`src/rtl/clk_freq_meter.sv`:
```
// clk_freq_meter
// Measures the frequency of an asynchronous or divided clock. sig_in is handled
// as a data signal sampled in the clk_in domain. The meter counts its rising
// edges over a gate window of GATE_CYCLES system clocks and reports the result.
//
// Ports:
//   clk_in   : system/reference clock, all logic on the rising edge
//   rst      : synchronous, active-high reset
//   start    : one-cycle request to begin a measurement (only honoured in IDLE)
//   cont     : continuous mode, sampled in the DONE cycle
//   sig_in   : asynchronous signal being measured
//   busy     : high while a gate is open or its result is being presented
//   done     : one-cycle pulse; count/overflow/dead are valid from this cycle
//   count    : rising edges seen in the last gate (saturates at all-ones)
//   overflow : last gate had more edges than count can hold
//   dead     : last gate saw no edges at all
module clk_freq_meter #(
    parameter int GATE_CYCLES = 1000,
    parameter int CNT_W       = 16,
    parameter int SYNC_STAGES = 2
) (
    input  logic             clk_in,
    input  logic             rst,
    input  logic             start,
    input  logic             cont,
    input  logic             sig_in,
    output logic             busy,
    output logic             done,
    output logic [CNT_W-1:0] count,
    output logic             overflow,
    output logic             dead
);

    localparam int TMR_W = (GATE_CYCLES > 2) ? $clog2(GATE_CYCLES) : 1;
    localparam logic [TMR_W-1:0] TMR_LAST = TMR_W'(GATE_CYCLES - 1);

    typedef enum logic [1:0] {
        IDLE = 2'd0,
        GATE = 2'd1,
        DONE = 2'd2
    } state_t;

    state_t state, state_nxt;

    logic [SYNC_STAGES-1:0] sync_p0;
    logic                   prev_p1;
    logic                   rise_p1;
    logic [TMR_W-1:0]       timer;
    logic [CNT_W-1:0]       edge_cnt;
    logic                   ovf_sticky;
    logic                   gate_clr;
    logic                   gate_last;

    // Increment that sticks at all-ones instead of wrapping.
    function automatic logic [CNT_W-1:0] sat_inc(input logic [CNT_W-1:0] c,
                                                 input logic inc);
        if (inc && (c != {CNT_W{1'b1}}))
            return c + CNT_W'(1);
        else
            return c;
    endfunction

    // True when an increment is attempted on a counter that is already full.
    function automatic logic sat_hit(input logic [CNT_W-1:0] c, input logic inc);
        return inc && (c == {CNT_W{1'b1}});
    endfunction

    // Stage p0: synchronizer chain; stage p1: previous-value flop for edge detect
    always_ff @(posedge clk_in) begin
        if (rst) begin
            sync_p0 <= '0;
            prev_p1 <= 1'b0;
        end else begin
            sync_p0 <= {sync_p0[SYNC_STAGES-2:0], sig_in};
            prev_p1 <= sync_p0[SYNC_STAGES-1];
        end
    end

    assign rise_p1   = sync_p0[SYNC_STAGES-1] & ~prev_p1;
    assign gate_last = (timer == TMR_LAST);

    always_ff @(posedge clk_in) begin
        if (rst)
            state <= IDLE;
        else
            state <= state_nxt;
    end

    always_comb begin
        state_nxt = state;
        gate_clr  = 1'b0;
        busy      = 1'b0;
        done      = 1'b0;
        case (state)
            IDLE: begin
                if (start) begin
                    state_nxt = GATE;
                    gate_clr  = 1'b1;
                end
            end
            GATE: begin
                busy = 1'b1;
                if (gate_last)
                    state_nxt = DONE;
            end
            DONE: begin
                busy = 1'b1;
                done = 1'b1;
                // start arriving here is dropped; only cont can re-open a gate
                if (cont) begin
                    state_nxt = GATE;
                    gate_clr  = 1'b1;
                end else begin
                    state_nxt = IDLE;
                end
            end
            default: state_nxt = IDLE;
        endcase
    end

    // Gate timer, edge counter and result registers
    always_ff @(posedge clk_in) begin
        if (rst) begin
            timer      <= '0;
            edge_cnt   <= '0;
            ovf_sticky <= 1'b0;
            count      <= '0;
            overflow   <= 1'b0;
            dead       <= 1'b0;
        end else begin
            if (gate_clr) begin
                timer      <= '0;
                edge_cnt   <= '0;
                ovf_sticky <= 1'b0;
            end else if (state == GATE) begin
                timer      <= timer + TMR_W'(1);
                edge_cnt   <= sat_inc(edge_cnt, rise_p1);
                ovf_sticky <= ovf_sticky | sat_hit(edge_cnt, rise_p1);
            end
            // Results include an edge landing in the final gate cycle, so
            // they come from the counter's next value, not its current one.
            if ((state == GATE) && gate_last) begin
                count    <= sat_inc(edge_cnt, rise_p1);
                overflow <= ovf_sticky | sat_hit(edge_cnt, rise_p1);
                dead     <= (edge_cnt == '0) && !rise_p1;
            end
        end
    end

endmodule

```
`config.mk`:
```
export PLATFORM = sky130hd
export DESIGN_NAME = clk_freq_meter
export DESIGN_NICKNAME = d
export VERILOG_FILES = /design/src/rtl/clk_freq_meter.sv
export SDC_FILE = /design/constraint.sdc
export NUM_CORES = 1
export LEC_CHECK = 0
export BUFFER_PORTS_ARGS = -buffer_cell sky130_fd_sc_hd__buf_2
export CELL_PAD_IN_SITES_DETAIL_PLACEMENT = 1
export CELL_PAD_IN_SITES_GLOBAL_PLACEMENT = 2
export CORE_MARGIN = 4
export CORE_UTILIZATION = 36
export CTS_BUF_LIST = sky130_fd_sc_hd__clkbuf_4 sky130_fd_sc_hd__clkbuf_8 sky130_fd_sc_hd__clkbuf_16
export CTS_CLUSTER_DIAMETER = 200
export DETAILED_ROUTE_END_ITERATION = 10
export PLACE_DENSITY_LB_ADDON = 0.12
export SLEW_MARGIN = 20
export SYNTH_ARGS = -nofsm -noshare
export SYNTH_HDL_FRONTEND = slang
export SYNTH_SLANG_ARGS = --single-unit
```
`constraint.sdc`:
```
create_clock -name clk_in -period 2.1 [get_ports clk_in]
set_input_delay 0.21 -clock clk_in [delete_from_list [all_inputs] [get_ports clk_in]]
set_output_delay 0.21 -clock clk_in [all_outputs]
set_load 0.05 [all_outputs]
```
* Word-level counts from Yosys, hierarchy flattened
Index checks and enable logic that the tools add are counted.
** Storage, ports and cells
- Bits in registers :: 50
- Bits of input ports :: 5
** Cells by class
- Add/sub/neg operators :: 2
- Equal/unequal tests :: 7
- Multiplexer cells :: 10
- Bitwise logic cells :: 3
- Reduce and logical (&&, ||, !) cells :: 10
** Operator list (number)
- adder 16 x 1 -> 16 bit, second input constant :: 1
- equality test 16 bit, second input constant :: 1
- zero test 16 bit :: 1
- 2-to-1 mux 16 bit :: 1
- != test 16 bit, second input constant :: 1
- adder 10 x 1 -> 10 bit, second input constant :: 1
- equality test 10 bit, second input constant :: 1
- case mux 2 bit (3 select lines) :: 1
- 2-to-1 mux 1 bit :: 5
- logical AND 1 bit :: 4
- 2-to-1 mux 2 bit :: 2
- != test 2 bit, second input constant :: 2
- OR reduction 2 bit :: 2
- equality test 2 x 1 -> 1 bit, second input constant :: 1
- equality test 2 bit, second input constant :: 1
- zero test 2 bit :: 1
- case mux 1 bit (2 select lines) :: 1
- AND reduction 2 bit :: 1
- bitwise AND 1 bit :: 1
- zero test 1 bit :: 1
- inverter 1 bit :: 1
- bitwise OR 1 bit :: 1

* Longest topological paths before layout
Gate-level depths: netlist of the first run.
- Word-level depth :: 4
- Gate-level depth with buffers :: 8
- Depth with buffers taken out :: 7

* Worst setup path after synthesis of the first run
Ideal clock, no wire load.
- Kind :: register to register
- From :: register state[0]
- To :: register edge_cnt[0]
- Library setup time :: 0.128 ns
- Arrival time :: 1.712 ns
- Data required time :: 1.972 ns
- Slack :: 0.260 ns
- Cell stages (with the launch flop) :: 7
- Period minus slack after synthesis :: 1.840 ns
- Cell sequence :: dfxtp_1 inv_1 ha_1 a221o_1 clkbuf_1 buf_1 nor2_1
** On the way
- Cells in the longest elaborated chain, start to end :: 3
** Ends and longest elaborated chain
- from (decl) :: line 43 : state_t state, state_nxt;
- from (signal assigned) :: line 86 : state <= state_nxt;
- equality test 2 bit or zero test 2 bit (tied branches) :: line 94 : case (state)
- case mux 1 bit (2 select lines) :: line 94
- OR reduction 2 bit (no line)
- to (signal assigned) :: line 137 : edge_cnt <= sat_inc(edge_cnt, rise_p1);
- to (decl) :: line 49 : logic [CNT_W-1:0] edge_cnt;
Parallel ways exist; a longest one is shown, timed or not.
A chain may end at the register's enable or synchronous reset.

* Worst setup path after layout of the first run
- From :: register edge_cnt[8]
- To :: register count[15]
** On the way
- Cells in the longest elaborated chain, start to end :: 3
** Ends and longest elaborated chain
- parallel branches: the longest is 2 deep, another holds adder 16 x 1 -> 16 bit
- 2-to-1 mux 16 bit (*)
- to (signal assigned) :: line 143 : count <= sat_inc(edge_cnt, rise_p1);
- to (decl) :: line 29 : output logic [CNT_W-1:0] count,
Mark *: on every way between the ends.

==> results of run 1 <==
==> Yosys cell counts, drive strengths merged, types with 2 or more instances <==
library cell	number	area, µm²
a211oi	14	115
a21oi	12	60.1
a31oi	2	12.5
a41oi	2	32.5
and3	7	43.8
and4	4	37.5
buf	19	111
clkbuf	6	22.5
dfxtp	50	1000
ha	7	87.6
inv	6	22.5
nand2	22	82.6
nand2b	3	18.8
nand3	18	95.1
nand3b	3	22.5
nand4	17	113
nor2	46	173
nor2b	4	25.0
nor3	3	20.0
nor4	5	46.3
o21ai	2	10.0
o31ai	2	15.0
or3	2	12.5
xnor2	5	43.8
xor2	30	263
==> final timing paths <==
check | start | end | slack (ps)
worst max-delay path | edge_cnt[8]$_SDFFE_PP0P_ | count[15]$_SDFFE_PP0P_ | 250
worst min-delay path | sig_in | sync_p0[0]$_SDFF_PP0_ | 120
worst max register to register | edge_cnt[8]$_SDFFE_PP0P_ | count[15]$_SDFFE_PP0P_ | 250
worst min register to register | sync_p0[0]$_SDFF_PP0_ | sync_p0[1]$_SDFF_PP0_ | 450
==> layout make-up <==
cell class                      count  area, µm²
Clock inverter                      1       5.00
Clock buffer                        7       90.1
Inverter                            6       22.5
Tap cell                           96        120
Sequential cell                    50       1000
Multi-Input combinational cell    218       1430
Fill cell                         847       3980
Timing Repair Buffer               35        228
==> where the power goes <==
group	internal (µW)	leakage, µW	switching [µW]
logic	66.9	0.000580	149
registers	961	0.000403	13.3
clock network	279	0.0000517	315
total	1310	0.00104	477
==> sequential cells by signal, summed over array words and instances, names as in the netlist <==
register and flops:
sync_p0 2, overflow 1, prev_p1 1, timer 10, edge_cnt 16, dead 1
ovf_sticky 1, state 2, count 16
==> layer usage <==
layer / vias up / global-route usage, %
met1: 1045 / 20.5
li1: 1071 / -
met2: 18 / 27.0
met3: 5 / 3.01
met4: 0 / 3.96
met5: - / 0
==> logic make-up after synthesis <==
family | after synthesis | share of synthesized area, %
xor gates and xnor gates | 35 | 11.9
AOI/OAI and AO/OA | 37 | 11.3
adders and majority gates | 7 | 3.40
DFF | 50 | 38.9
buffers and inverters | 31 | 6.08
and+or+nand+nor | 138 | 28.0
muxes | 1 | 0.389
==> stage by stage <==
step	hold WS [ps]	util (%)	worst slack, ps	power [µW]
after floorplan	338	-	260	1140
after global placement	432	40.6	276	1210
after detailed placement	430	40.6	152	1210
after CTS	111	41.9	137	1820
after global routing	115	42.1	24.2	1880
final	116	42.1	250	1780
==> reports/qor.yml, run 1 <==
worst_setup_path:
  crit_type: "reg -> reg"
  cp-end-kind: "register"
  cpMaxStageDelayCell: "dfxtp_1"
  worst-path-buf-inv: 1
  cp_top_family: "simple AND/OR/NAND/NOR gates"
  cp_num_cells: 6
  startpoint_type: "register"
  crit_arrival_ps: 2060
  path_max_fanout: 7
  cp.required_ps: 2310
  ff2ff_path_depth: 6
  max_stage_delay_ps: 480
  critical_path.cell_chain: "buf_4 -> nand4_1 -> nor3_2 -> nand3_1 -> xor2_1 -> a211oi_1"
placed_design:
  port_buffers: 24
  dpl.cell_count: 405
  dp_hpwl_mm: 4.39
  postPlaceCellArea_um2: 2790
  place_congestion: 0.732
clock_tree:
  cts-resized-gates: 0
  cts_buffers: 5
  cts.clk_slew.worst_paths_ps: 90
  cts_hold_buf: 0
  cts_tree: "yes"
  clk_latency_ps: 300
  cts-root-buf: "clkbuf_8"
  cts-htree-levels: 2
  postCtsSetupBuffers: 0
  clock-sinks: 50
  clockBufferDepth: 2
drt:
  route.met2.wl_mm: 2.98
  antenna_left: 0
  drt-wirelength-per-cell_um: 14.9
  drc_errors: 0
  vias: 2139
  routed_wl_mm: 6.15
  drtIter0Drc: 42
  top_layer: "met4"
  wl_met1_mm: 2.93
  met3_length_um: 178
  first_pass_iters: 4
  via_per_inst: 5.18
final_layout:
  final-instance-count-excl-fill: 413
  mostFrequentLayoutCells: "50 x dfxtp_1, 46 x nor2_1, 30 x xor2_1, 24 x buf_2, 22 x nand2_1"
  diodes: 0
  num-nets-final: 328
  final_common_cell: "dfxtp_1"
  drive_gt1_share_pct: 16.7
  final_area_um2: 2890
  area_growth_pct: 12.5
timing:
  slew_headroom_pct: 70.0
  finalCriticalPeriod_ps: 1850
  rsz0062_at_grt: "no"
  fin_tns_setup_ps: 0
  setup_violations: 0
  skew_ps: 6.48
  hold_violations: 0
  max_slew.worst_pin.slew_ps: 450
  post-route-period-util_pct: 88.1
  fmax_mhz: 541
  final_max_slew_viol_count: 0
min_path:
  min_path_cells: 2
  hold_class: "in -> reg"
yosys:
  avgSynthCellArea_um2: 8.60
  ys_warn_count: 0
  netlist_area_um2: 2570
  ys_ff_latch: 50
  synth_edf_count: 0
  ys_types: 41
  synth_cells: 299
  synthFlopType: "dfxtp_1"
  seq_area_frac_synth_pct: 38.9
  syn-num-nets: 311
  async_reset_ff_share_pct: 0
floorplan:
  die-area_um2: 8560
  top_level_ports: 25
  initial_core_util_pct: 37.4
  die_h_um: 92.5
  die_w_um: 92.5
  fp-row-count: 30
  core_area_um2: 6870
global_routing:
  antenna_found_initial: 0
  grt_pass1_wl_mm: 10.8
  grt_pass1_vias: 2169
  overflow: 0
  grt_max_degree: 34
  grt_util_all_layers_pct: 15.8
power_and_ir_drop:
  ir_drop_mv: 0.202
  power_per_cell_area_nw_per_um2: 617
  p_leak_uw: 0.00104
job:
  max-cap-violations: 0
status:
  outcome: "finished, final reports clean"
(Power assumes the default switching activity.)
==> inputs of run 2 (changes only) <==
==> constraint.sdc (replaced) <==
create_clock -name clk_in -period 2.1 [get_ports clk_in]
set_input_delay 0.105 -clock clk_in [delete_from_list [all_inputs] [get_ports clk_in]]
set_output_delay 0.105 -clock clk_in [all_outputs]
set_load 0.05 [all_outputs]
==> reports/qor.yml, run 2 (synthesized netlist as in run 1, its figures left out) <==
timing:
  skew_ps: 8.96
  rsz0062_at_grt: "no"
  final_max_slew_viol_count: 0
  setup_violations: 0
  max_slew.worst_pin.slew_ps: 532
  post-route-period-util_pct: 88.9
  hold_violations: 0
  finalCriticalPeriod_ps: 1870
  fin_tns_setup_ps: 0
  fmax_mhz: 536
  fin_ws_ps: 234
  holdWs_ps: 11.4
  slew_headroom_pct: 64.5
floorplan:
  die_w_um: 92.5
  die-area_um2: 8560
  core_area_um2: 6870
  die_h_um: 92.5
  initial_core_util_pct: 37.4
  top_level_ports: 25
  fp-row-count: 30
clock_tree:
  cts-root-buf: "clkbuf_8"
  cts.clk_slew.worst_paths_ps: 90
  clk_latency_ps: 310
  cts_tree: "yes"
  cts-htree-levels: 2
  postCtsSetupBuffers: 0
  clock-sinks: 50
  cts_buffers: 5
  cts-resized-gates: 0
  clockBufferDepth: 2
  cts_hold_buf: 0
drt:
  routed_wl_mm: 6.09
  antenna_left: 0
  route.met2.wl_mm: 2.91
  wl_met1_mm: 2.98
  drtIter0Drc: 56
  drc_errors: 0
  via_per_inst: 5.10
  first_pass_iters: 4
  top_layer: "met4"
  vias: 2100
  met3_length_um: 134
  drt-wirelength-per-cell_um: 14.8
placed_design:
  dp_hpwl_mm: 4.32
  pre_cts_slack_ps: 226
  place_congestion: 0.773
  port_buffers: 24
worst_setup_path:
  cp-end-kind: "register"
  crit_type: "reg -> reg"
  max_stage_delay_ps: 440
  crit_arrival_ps: 2090
  path_max_fanout: 8
  ff2ff_path_depth: 6
  startpoint_type: "register"
  cpMaxStageDelayCell: "a41oi_2"
  rr_startpoint: "edge_cnt[0]$_SDFFE_PP0P_"
  cp_top_family: "compound AO/OA/AOI/OAI gates"
  cp.required_ps: 2320
  worst-path-buf-inv: 0
  reg2reg_slack_ps: 230
  worstReg2RegEnd: "count[15]$_SDFFE_PP0P_"
  critical_path.cell_chain: "ha_1 -> and3_1 -> a41oi_2 -> nand3_1 -> xor2_1 -> a211oi_1"
power_and_ir_drop:
  power_per_cell_area_nw_per_um2: 637
  p_leak_uw: 0.00103
  power_frac_comb_pct: 11.4
  switching_share_pct: 26.1
  internal_power_uw: 1350
  ir_drop_mv: 0.233
  power.total_uw: 1830
  seq_power_share_pct: 53.2
  power.share.clock_pct: 35.4
  p_sw_uw: 478
final_layout:
  regArea_um2: 1000
  final_common_cell: "dfxtp_1"
  mostFrequentLayoutCells: "50 x dfxtp_1, 46 x nor2_1, 30 x xor2_1, 24 x buf_2, 22 x nand2_1"
  n_fill_cell: 841
  num-nets-final: 327
  diodes: 0
  multiInputGateArea_um2: 1420
  post-route-util_pct: 41.9
  drive_gt1_share_pct: 16.5
  top_regs: "count x16, edge_cnt x16, timer x10"
  area_growth_pct: 11.8
min_path:
  min_path_cells: 2
  hold_class: "in -> reg"
  whs_endpoint: "sync_p0[0]$_SDFF_PP0_"
  min_from: "sig_in"
global_routing:
  antenna_found_initial: 0
  grt_pass1_wl_mm: 10.6
  grt_util_all_layers_pct: 15.4
  overflow: 0
  grt_max_degree: 34
  grt_pass1_vias: 2126
job:
  max-cap-violations: 0
status:
  outcome: "finished, final reports clean"
[run 2: cell types whose count changed in the layout (fill, tap and decap cells not counted)]
cell / delta
buf_12: -1
a41oi_2: +1
clkinv_2: -1
clkbuf_4: -1
a41oi_4: -1
clkbuf_8: +2
[run 2: how the worst max path moves through the flow]
| stage | startpoint | end | slack (ps) | depth (start not counted) |
|---|---|---|---|---|
| 6_report | edge_cnt[0]$_SDFFE_PP0P_ | count[15]$_SDFFE_PP0P_ | 230 | 6 |
| 5_1_grt | edge_cnt[8]$_SDFFE_PP0P_ | count[1]$_SDFFE_PP0P_ | 20 | 6 |
| 4_1_cts | edge_cnt[0]$_SDFFE_PP0P_ | count[15]$_SDFFE_PP0P_ | 210 | 6 |
| 3_5_place_dp | edge_cnt[0]$_SDFFE_PP0P_ | count[15]$_SDFFE_PP0P_ | 230 | 6 |
| 3_3_place_gp | edge_cnt[0]$_SDFFE_PP0P_ | count[15]$_SDFFE_PP0P_ | 270 | 6 |
| 2_1_floorplan | state[0]$_SDFFE_PP0P_ | edge_cnt[0]$_SDFFE_PP0P_ | 260 | 6 |
[run 2: power by group through the flow]
stage / combinational (µW) / clock, µW / sequential [µW]
floorplan: 150 / 0 / 993
global placement: 206 / 0 / 996
detailed placement: 214 / 0 / 996
CTS: 216 / 681 / 974
global route: 233 / 715 / 977
finish: 209 / 649 / 974
[run 2: final cells by class]
class | instances | area share, %
Tap cell | 96 | 4.18
Sequential cell | 50 | 34.8
Multi-Input combinational cell | 218 | 49.2
Clock buffer | 8 | 3.83
Inverter | 6 | 0.783
Timing Repair Buffer | 34 | 7.22
[run 2: per-layer routing]
metal  vias to the layer above  track usage (%)
met5                         -                0
met4                         0             4.08
met3                         7             2.68
met2                        16             25.3
met1                      1015             20.9
li1                       1062                -
[run 2: stage by stage]
stage / instance area (µm²) / instances
3_5_place_dp: 2770 / 404
4_1_cts: 2880 / 412
3_3_place_gp: 2770 / 404
6_report: 2880 / 412
5_1_grt: 2880 / 412
2_1_floorplan: 2570 / 299
[run 2: worst reg2reg max path, cell delays in order, from the launching register on]
cell and delay, ps:
dfxtp_1 320, ha_1 240, and3_1 240, a41oi_2 440, nand3_1 150, xor2_1 170, a211oi_1 220
